<file path="config.mk">
export PLATFORM = sky130hd
export DESIGN_NAME = sc_stream_to_bin
export DESIGN_NICKNAME = d
export VERILOG_FILES = /design/src/rtl/sc_pkg.sv /design/src/rtl/sc_ones_counter.sv /design/src/rtl/sc_stream_to_bin.sv
export SDC_FILE = /design/constraint.sdc
export NUM_CORES = 1
export LEC_CHECK = 0
export ABC_AREA = 1
export ABC_CLOCK_PERIOD_IN_PS = 1500
export CAP_MARGIN = 40
export CORE_ASPECT_RATIO = 1.4
export CORE_MARGIN = 2
export CORE_UTILIZATION = 50
export DETAILED_ROUTE_END_ITERATION = 7
export HOLD_SLACK_MARGIN = 0.02
export PLACE_DENSITY = 0.75
export SYNTH_ARGS = -nofsm -noshare
export SYNTH_HDL_FRONTEND = slang
export SYNTH_SLANG_ARGS = --single-unit
export TNS_END_PERCENT = 30
</file>
<file path="constraint.sdc">
create_clock -name clk -period 1.5 [get_ports clk]
set_clock_uncertainty 0.15 [all_clocks]
set_input_delay 0.45 -clock clk [delete_from_list [all_inputs] [get_ports clk]]
set_output_delay 0.45 -clock clk [all_outputs]
set_load 0.1 [all_outputs]
</file>
<file path="src/rtl/sc_pkg.sv">
// Shared types and constants for the stochastic-computing (SC) datapath.
package sc_pkg;

  typedef enum logic [1:0] {
    IDLE  = 2'd0,
    ACCUM = 2'd1,
    HOLD  = 2'd2
  } sc_state_e;

  localparam int SC_LANES    = 2;
  localparam int SC_LEN_LOG2 = 8;

  // A lane count must hold the full window length 2^len_log2, hence one extra bit.
  function automatic int sc_cnt_w(input int len_log2);
    return len_log2 + 1;
  endfunction

endpackage

</file>
<file path="src/rtl/sc_ones_counter.sv">
// Single-lane ones counter. It exposes both the current count and the count
// that would result from accepting bit_in this cycle. The top uses the second
// value to capture a window result that includes the final beat.
module sc_ones_counter #(
  parameter int CW = 9
) (
  input  logic          clk,
  input  logic          rst_n,
  input  logic          clr,
  input  logic          en,
  input  logic          bit_in,
  output logic [CW-1:0] cnt,
  output logic [CW-1:0] cnt_nxt
);

  assign cnt_nxt = cnt + CW'(bit_in);

  // Clear has priority so that a restart never picks up a stray beat.
  always_ff @(posedge clk or negedge rst_n) begin
    if (!rst_n)   cnt <= '0;
    else if (clr) cnt <= '0;
    else if (en)  cnt <= cnt_nxt;
  end

endmodule

</file>
<file path="src/rtl/sc_stream_to_bin.sv">
// Stochastic-to-binary converter. It counts ones per lane over 2^LEN_LOG2 valid
// beats, then holds the binary counts behind a valid/ready handshake.
module sc_stream_to_bin
  import sc_pkg::*;
#(
  parameter int LANES    = SC_LANES,
  parameter int LEN_LOG2 = SC_LEN_LOG2,
  localparam int CW      = sc_cnt_w(LEN_LOG2)
) (
  input  logic                clk,
  input  logic                rst_n,
  input  logic                start,
  input  logic [LANES-1:0]    bit_in,
  input  logic                bit_valid,
  output logic                busy,
  output logic                out_valid,
  input  logic                out_ready,
  output logic [LANES*CW-1:0] count_out
);

  sc_state_e                     state, state_nxt;
  logic [LEN_LOG2-1:0]           beat_cnt;
  logic [LANES-1:0][CW-1:0]      lane_cnt, lane_nxt;
  logic                          clr, acc_en, last_beat, hshake;

  // State register.
  always_ff @(posedge clk or negedge rst_n) begin
    if (!rst_n) state <= IDLE;
    else        state <= state_nxt;
  end

  // Next-state logic. The window ends on the beat that wraps the beat counter.
  always_comb begin
    state_nxt = state;
    case (state)
      IDLE:    if (start)     state_nxt = ACCUM;
      ACCUM:   if (last_beat) state_nxt = HOLD;
      HOLD:    if (hshake)    state_nxt = start ? ACCUM : IDLE;
      default:                state_nxt = IDLE;
    endcase
  end

  // Datapath controls decoded from the current state.
  always_comb begin
    acc_en    = (state == ACCUM) && bit_valid;
    last_beat = acc_en && (beat_cnt == '1);
    hshake    = (state == HOLD) && out_ready;
    clr       = ((state == IDLE) && start) || (hshake && start);
  end

  // Beat counter. It wraps to zero naturally on the last beat of a window.
  always_ff @(posedge clk or negedge rst_n) begin
    if (!rst_n)      beat_cnt <= '0;
    else if (clr)    beat_cnt <= '0;
    else if (acc_en) beat_cnt <= beat_cnt + 1'b1;
  end

  for (genvar i = 0; i < LANES; i++) begin : g_lane
    sc_ones_counter #(.CW(CW)) u_cnt (
      .clk     (clk),
      .rst_n   (rst_n),
      .clr     (clr),
      .en      (acc_en),
      .bit_in  (bit_in[i]),
      .cnt     (lane_cnt[i]),
      .cnt_nxt (lane_nxt[i])
    );
  end

  // Registered outputs. The result is captured with the last beat included,
  // and the status flags track the state being entered.
  always_ff @(posedge clk or negedge rst_n) begin
    if (!rst_n) begin
      busy      <= 1'b0;
      out_valid <= 1'b0;
      count_out <= '0;
    end else begin
      busy      <= (state_nxt != IDLE);
      out_valid <= (state_nxt == HOLD);
      if (last_beat) count_out <= lane_nxt;
    end
  end

endmodule

</file>
# Word level (Yosys, flattened, before mapping)

Cells that the tools add are included.

Flip-flop bits (word level): 48
Logic and storage cells: 34

Add/sub/neg operators: 3
Equal/unequal tests: 4
Muxes and demuxes: 11
Reduce and logical (&&, ||, !) cells: 9

Operator list:

| operator                                                         | count |
|---|---|
| 9-bit two-way mux                                                | 4 |
| 9-bit by 1-bit adder with 9-bit output                           | 2 |
| 8-bit two-way mux                                                | 2 |
| 8-bit by 1-bit adder with 8-bit output (second input constant)   | 1 |
| 8-bit == test (second input constant)                            | 1 |
| 2-bit two-way mux                                                | 3 |
| 2-bit one-hot mux with 3 select lines                            | 1 |
| 1-bit logical AND                                                | 5 |
| 2-bit == test (second input constant)                            | 2 |
| 2-bit nonzero test                                               | 2 |
| 2-bit by 1-bit == test with 1-bit output (second input constant) | 1 |
| 2-bit zero test                                                  | 1 |
| 1-bit logical OR                                                 | 1 |
| 1-bit two-way mux                                                | 1 |

# Depth between registers and ports, before layout

Gate-level depths: netlist (run 1).

Depth in word-level cells: 6
Mapped depth: 9

# Cells and area by module

From an unflattened synthesis (run 1), not the netlist that was laid out.

Cells, all modules: 306
Area total of the unflattened synthesis: 2426.1 um2

Modules (own cells, without submodules):

| module           | times used | cells each | area an instance (um2) | seq. area each (um2) |
|---|---|---|---|---|
| sc_stream_to_bin | 1          | 152        | 1285.0                 | 750.7 |
| sc_ones_counter  | 2          | 77         | 570.5                  | 225.2 |

# Worst setup path after synthesis (run 1)

No wires, ideal clock.

Path kind: input-to-reg
From: input port bit_in[0]
To: register count_out[8]
Setup time: 0.120 ns
Data arrival time: 1.305 ns
Data required time: 1.230 ns
Setup slack: -0.074 ns
Cell stages on the path: 9
Cell sequence: ha_1 > ha_1 > nand2_1 > nor2_1 > nand3_1 > nand2_1 > nand2_1 > nand2_1 > nand2_1

Longest elaborated chain between the ends: 1

Ends and longest elaborated chain:

| element                                | RTL line               | source |
|---|---|---|
| from (decl)                            | sc_stream_to_bin.sv:13 | `input logic [LANES-1:0] bit_in,` |
| 9-bit by 1-bit adder with 9-bit output | sc_ones_counter.sv:16  | `assign cnt_nxt = cnt + CW'(bit_in);` |
| to (signal assigned)                   | sc_stream_to_bin.sv:80 | `if (last_beat) count_out <= lane_nxt;` |
| to (decl)                              | sc_stream_to_bin.sv:18 | `output logic [LANES*CW-1:0] count_out` |

No other way between the ends.
A chain may end at the register's enable or synchronous reset.

# Final worst setup path (run 1)

From: register g_lane[0].u_cnt.cnt[0]
To: register count_out[4]

Longest elaborated chain between the ends: 1

Ends and longest elaborated chain:

| element                                | RTL line              | source |
|---|---|---|
| from (decl)                            | sc_ones_counter.sv:12 | `output logic [CW-1:0] cnt,` |
| from (signal assigned)                 | sc_ones_counter.sv:22 | `else if (en) cnt <= cnt_nxt;` |
| 9-bit by 1-bit adder with 9-bit output | sc_ones_counter.sv:16 |  |

No other way between the ends.

==> results.toml, run 1 <==
[route]
avgViaCountPerCell = 5.09
vias = 2047
dr_wl_met3_microns = 126
drc_errors = 0
ant_nets = 0
wl_met2_microns = 2910
routed_wl_microns = 5310
met1Wirelength_microns = 2140
routed.top_layer = "met4"
drtPass1Iterations = 4
drt_iter0_drc = 64
wl_per_cell_microns = 13.2

[sta]
rsz0062_at_grt = "yes"
period_share_pct = 102
setup_viol_count_final = 18
tightest_slew_ps = 263
slew_viol_final = 0
maxSlewHeadroom_pct = 82.5
fin_crit_ps = 1530
hold_violations = 0
max_freq_ghz = 0.652
worst_slack_ps = -34.3

[yosys]
synth.distinct_cells = 24
yosysSeqAreaShare_pct = 50.9
synth_top_area_share_pct = 50.9
syn_inst = 292
avgSynthCellArea_sq_um = 8.08
yosys_warnings = 0
yosysTopAreaCell = "dfrtp_1"
synth_area_leaders = "dfrtp_1 51%, nand2_1 16%, inv_1 5.1%, nand3_1 4.5%, nor2_1 3.5%"
synth_edf_count = 0
syn-cell-area_sq_mm = 0.00236
async_flop_share_pct = 100
synth_flop_cell = "dfrtp_1"
synth_nets = 304
ys_ff_latch = 48

[pwr]
p_leak_nw = 1.62
power_density_mw_per_mm2 = 1070
p_total_mw = 3.58
peakVddDrop_uv = 939

[hold_path]
hold_class = "reg -> reg"

[placed_design]
place_ws_ps = -582
place.gp.congestion = 0.866
hpwlAfterDp_microns = 3550
port_buffers = 26

[global_route]
grt_max_degree = 49
grt_pass1_wl_microns = 8800
grt_use_total_pct = 22.3
grt_pass1_vias = 2105
gr-total-overflow = 0
antenna_found_initial = 0

[floorplanning]
die_x_microns = 62.1
io_pins = 27
start_util_pct = 52.0
num_rows = 29
dieArea_sq_mm = 0.00529
core_sq_mm = 0.00454
chipHeight_microns = 85.3

[clocking]
clkTransAtPathRegs_ps = 90
cts.sinks = 48
cts_made_buffers = 5
root_buffer = "clkbuf_8"
htree_levels = 2
tritoncts = "built"
clock_path_buffers = 2
clk_latency_ps = 310

[worst_setup_path]
worstSetupPathType = "reg -> reg"
cp-end-kind = "register"
required_ps = 1600
r2r_slack_ps = -30
crit_path_start_kind = "register"
cp.arrival_ps = 1640
path_max_fanout = 3

[flow_run]
drv_cap = 0

[cells_and_area]
utilization_pct = 73.7
fill_cells = 326
layout_common_cells = "97 x nand2_1, 46 x dfrtp_1, 31 x inv_1"
regArea_sq_mm = 0.00120
finalNetCount = 351
layout-drive-gt1-share_pct = 25.3
antennaDiodeCount = 0
multi_input_area_sq_mm = 0.00114
layout_commonest_cell = "nand2_1"
syn2layout_area_growth_pct = 41.7

[outcome]
status = "finished, violations left"
violations = "negative setup slack"
[report_power, final]
group	leakage, nW	switching [mW]	total [mW]	internal, mW
clock network	0.0541	0.448	0.941	0.494
logic	0.905	0.620	1.09	0.472
registers	0.659	0.145	1.55	1.40
[synth_stat cells (2+ instances only)]
| library cell | instances |
|---|---|
| inv_1 | 32 |
| nand2_2 | 2 |
| nand4_1 | 6 |
| dfrtp_1 | 48 |
| a21oi_1 | 4 |
| xnor2_1 | 3 |
| o22ai_1 | 4 |
| buf_6 | 4 |
| nor2_1 | 22 |
| xor2_1 | 3 |
| inv_2 | 4 |
| ha_1 | 5 |
| o21ai_1 | 15 |
| buf_2 | 3 |
| nand3_1 | 21 |
| o21ai_0 | 5 |
| nor2_2 | 2 |
| nand2_1 | 103 |
[stage by stage]
stage | hold slack [ps] | instance area [sq um] | cells | TNS (ps)
2_1_floorplan | 4.41 | 2410 | 292 | 0
3_3_place_gp | 305 | 3040 | 388 | -18340
3_5_place_dp | 304 | 3040 | 388 | -19260
4_1_cts | 372 | 3200 | 400 | -627
5_1_grt | 427 | 3340 | 402 | -2000
6_report | 379 | 3340 | 402 | -244
[flip-flops by register name (all words and copies together), names as in the netlist]
name / cells
count_out: 18
g_lane.u_cnt.cnt: 18
beat_cnt: 8
state: 2
busy: 1
out_valid: 1
[worst paths after layout]
kind / start / endpoint / cells past startpoint
setup reg to reg: g_lane[0].u_cnt.cnt[0] / count_out[4] / 8
min in group asynchronous: rst_n / count_out[10] / 3
hold reg to reg: g_lane[1].u_cnt.cnt[8] / g_lane[1].u_cnt.cnt[8] / 2
hold / removal: g_lane[1].u_cnt.cnt[8] / g_lane[1].u_cnt.cnt[8] / 2
setup / recovery: g_lane[0].u_cnt.cnt[0] / count_out[4] / 8
max in group asynchronous: rst_n / state[0] / 3
[cells by family (layout without fill, tap and decap cells)]
logic type / after synthesis / after routing / synth area share [%]
AOI/OAI and AO/OA: 29 / 29 / 6.52
xor gates and xnor gates: 6 / 6 / 2.23
adders and majority gates: 5 / 5 / 2.65
buffers and inverters: 43 / 91 / 8.27
DFF: 48 / 48 / 50.9
muxes: 1 / 1 / 0.424
and+or+nand+nor: 160 / 160 / 29.0
[critical path, stage by stage (launching register included)]
cell and delay (ps):
dfrtp_1 410, ha_4 180, ha_4 150, nand2_4 60, nor2_4 140, buf_6 120, xor2_2 140, nand2_1 70
nand2_1 50
[layer usage]
metal	GRT usage [%]	vias to the layer above
met5	0	-
met3	4.27	15
li1	-	1015
met2	40.4	38
met4	8.32	0
met1	24.1	979
[what timing repair did]
| action | 4_1_cts | 5_1_grt |
|---|---|---|
| setup endpoints to repair | 57 | 64 |
| pin swaps | 2 | 8 |
| setup buffers | 3 | 2 |
| endpoints found under the hold margin | 48 | 0 |
| hold buffers | 1 | 0 |
| gates resized for setup | 9 | 30 |
[cell type report]
cell class / count / share of cell area [%]
tap: 62 / 2.32
multi-input combinational: 201 / 34.2
timing repair buffer: 47 / 20.0
clock buffer: 5 / 2.06
sequential: 48 / 36.0
inverter: 36 / 4.12
clock inverter: 3 / 1.27
Power figures use the tool's default switching activity.
==> run 2: changes to the inputs <==
CORE_UTILIZATION = 56   (was 50)
DONT_BUFFER_PORTS = 1   (was default)
PLACE_DENSITY = 0.74   (was 0.75)
==> run 2 against run 1 <==
Sequential power is essentially flat. First-iteration DRC count decreased by 4.7%. Sequential share of layout area is 3.9 points higher. Utilization up 1.9 points. The flow finishes with violations (design-rule violations, negative hold slack, negative setup slack). Critical path depth is 7 lower. Critical endpoint is now count_out[3]. Die area is 10% lower. Design area decreased by 9.9%.
==> results.toml, run 2 (synthesized netlist as in run 1, its figures left out) <==
[route]
drtPass1Iterations = 6
vias = 1964
drt_iter0_drc = 61
ant_nets = 0
wl_per_cell_microns = 13.4
avgViaCountPerCell = 5.29
routed_wl_microns = 4970
drc_errors = 4

[placed_design]
hpwlAfterDp_microns = 3450
place.gp.congestion = 0.794
port_buffers = 0

[worst_setup_path]
crit_start = "count_out[3]"
crit_path_start_kind = "register"
r2r_end = "count_out[11]"
required_ps = 900
path_max_fanout = 2
crit_buf_inv = 1
r2r_slack_ps = 0
cp.arrival_ps = 910
r2r_start = "beat_cnt[0]"
worstSetupPathType = "reg -> out"
rr_worst_depth = 7
slowest_delay_ps = 420
cpMaxStageDelayCell = "dfrtp_1"
cp_cell_sequence = "buf_12"
critical_path.top_delay_family = "flip-flops"
cp-end-kind = "primary output"

[clocking]
clock_path_buffers = 2
cts_made_buffers = 5
clk_latency_ps = 300
cts.sinks = 48
clkTransAtPathRegs_ps = 90
root_buffer = "clkbuf_8"
htree_levels = 2
tritoncts = "built"

[sta]
hold_slack_ps = -321
setup_viol_count_final = 5
worst_slack_ps = -8.47
period_share_pct = 101
fin_crit_ps = 1510
slew_viol_final = 0
max_freq_ghz = 0.663
rsz0062_at_grt = "yes"
maxSlewHeadroom_pct = 83.0
hold_violations = 48
tightest_slew_ps = 255

[cells_and_area]
antennaDiodeCount = 0
syn2layout_area_growth_pct = 27.7
finalNetCount = 339
layout_commonest_cell = "nand2_1"
layout_common_cells = "99 x nand2_1, 47 x dfrtp_1, 31 x inv_1"
top_regs = "count_out (18), g_lane.u_cnt.cnt (18), beat_cnt (8)"
utilization_pct = 75.6
layout-drive-gt1-share_pct = 21.3

[global_route]
grt_pass1_vias = 1939
use_met1_pct = 25.4
antenna_found_initial = 0
grt_pass1_wl_microns = 8210
grt_max_degree = 49
grt_use_total_pct = 22.7
gr-total-overflow = 0
grt_use_met2_pct = 42.0
met3_usage_pct = 4.94
top_usage_layer = "met2"

[floorplanning]
die_x_microns = 58.9
io_pins = 27
core_sq_mm = 0.00399
dieArea_sq_mm = 0.00476
num_rows = 27
chipHeight_microns = 80.8
start_util_pct = 59.2

[hold_path]
hold_class = "in -> async"

[pwr]
power_density_mw_per_mm2 = 1060
p_leak_nw = 1.49
p_total_mw = 3.19
peakVddDrop_uv = 843

[flow_run]
drv_cap = 0

[outcome]
status = "finished, violations left"
violations = "design-rule violations, negative hold slack, negative setup slack"
## run 2: final cells by class
cell class                      instances  area (sq um)
Tap cell                               43          53.8
Inverter                               36           138
Timing Repair Buffer                   35           458
Sequential cell                        48          1200
Fill cell                             284           973
Clock inverter                          2          10.0
Clock buffer                            6          82.6
Multi-Input combinational cell        201          1070
## run 2: where the power goes
group	leakage [nW]	switching, mW	internal (mW)
combinational	0.778	0.522	0.350
clock	0.0510	0.425	0.368
sequential	0.660	0.126	1.40
total	1.49	1.07	2.12
## run 2: repair_timing
item,4_1_cts,5_1_grt
endpoints found under the setup margin,40,54
pin swaps,0,8
resized for setup,21,23
setup buffers,0,1
hold endpoints to repair,48,48
## run 2: routing by layer
| layer | part of all wire (%) | wire, microns |
|---|---|---|
| met1 | 40 | 2010 |
| met2 | 56 | 2790 |
| met3 | 2.1 | 105 |
| met4 | 1.2 | 61 |
| met5 | 0 | 0 |
## run 2: how the worst max path moves through the flow
| stage | endpoint | slack (ps) | depth (start not counted) |
|---|---|---|---|
| 2_1_floorplan | count_out[0] | 2 | 0 |
| 3_3_place_gp | count_out[17] | -40 | 9 |
| 4_1_cts | count_out[3] | -30 | 1 |
| 6_report | count_out[3] | -8 | 1 |
| 3_5_place_dp | count_out[15] | -90 | 6 |
| 5_1_grt | count_out[11] | -100 | 7 |
## run 2: per-stage QoR
step	instance area (sq um)	setup TNS [ps]	cells	setup WS, ps	hold WS, ps
after floorplan	2410	0	292	2.29	4.41
after global placement	2750	-194	362	-43.5	5.57
after detailed placement	2750	-524	362	-89.3	5.44
after CTS	2920	-88.3	370	-25.7	-334
after global routing	3010	-1990	371	-102	-339
final	3010	-21.8	371	-8.47	-321
==> run 3: changes to the inputs <==
CAP_MARGIN = 20   (was 40)
==> results of run 3 <==
Same layout as run 2: the final DEF is identical, and so are final timing and power.
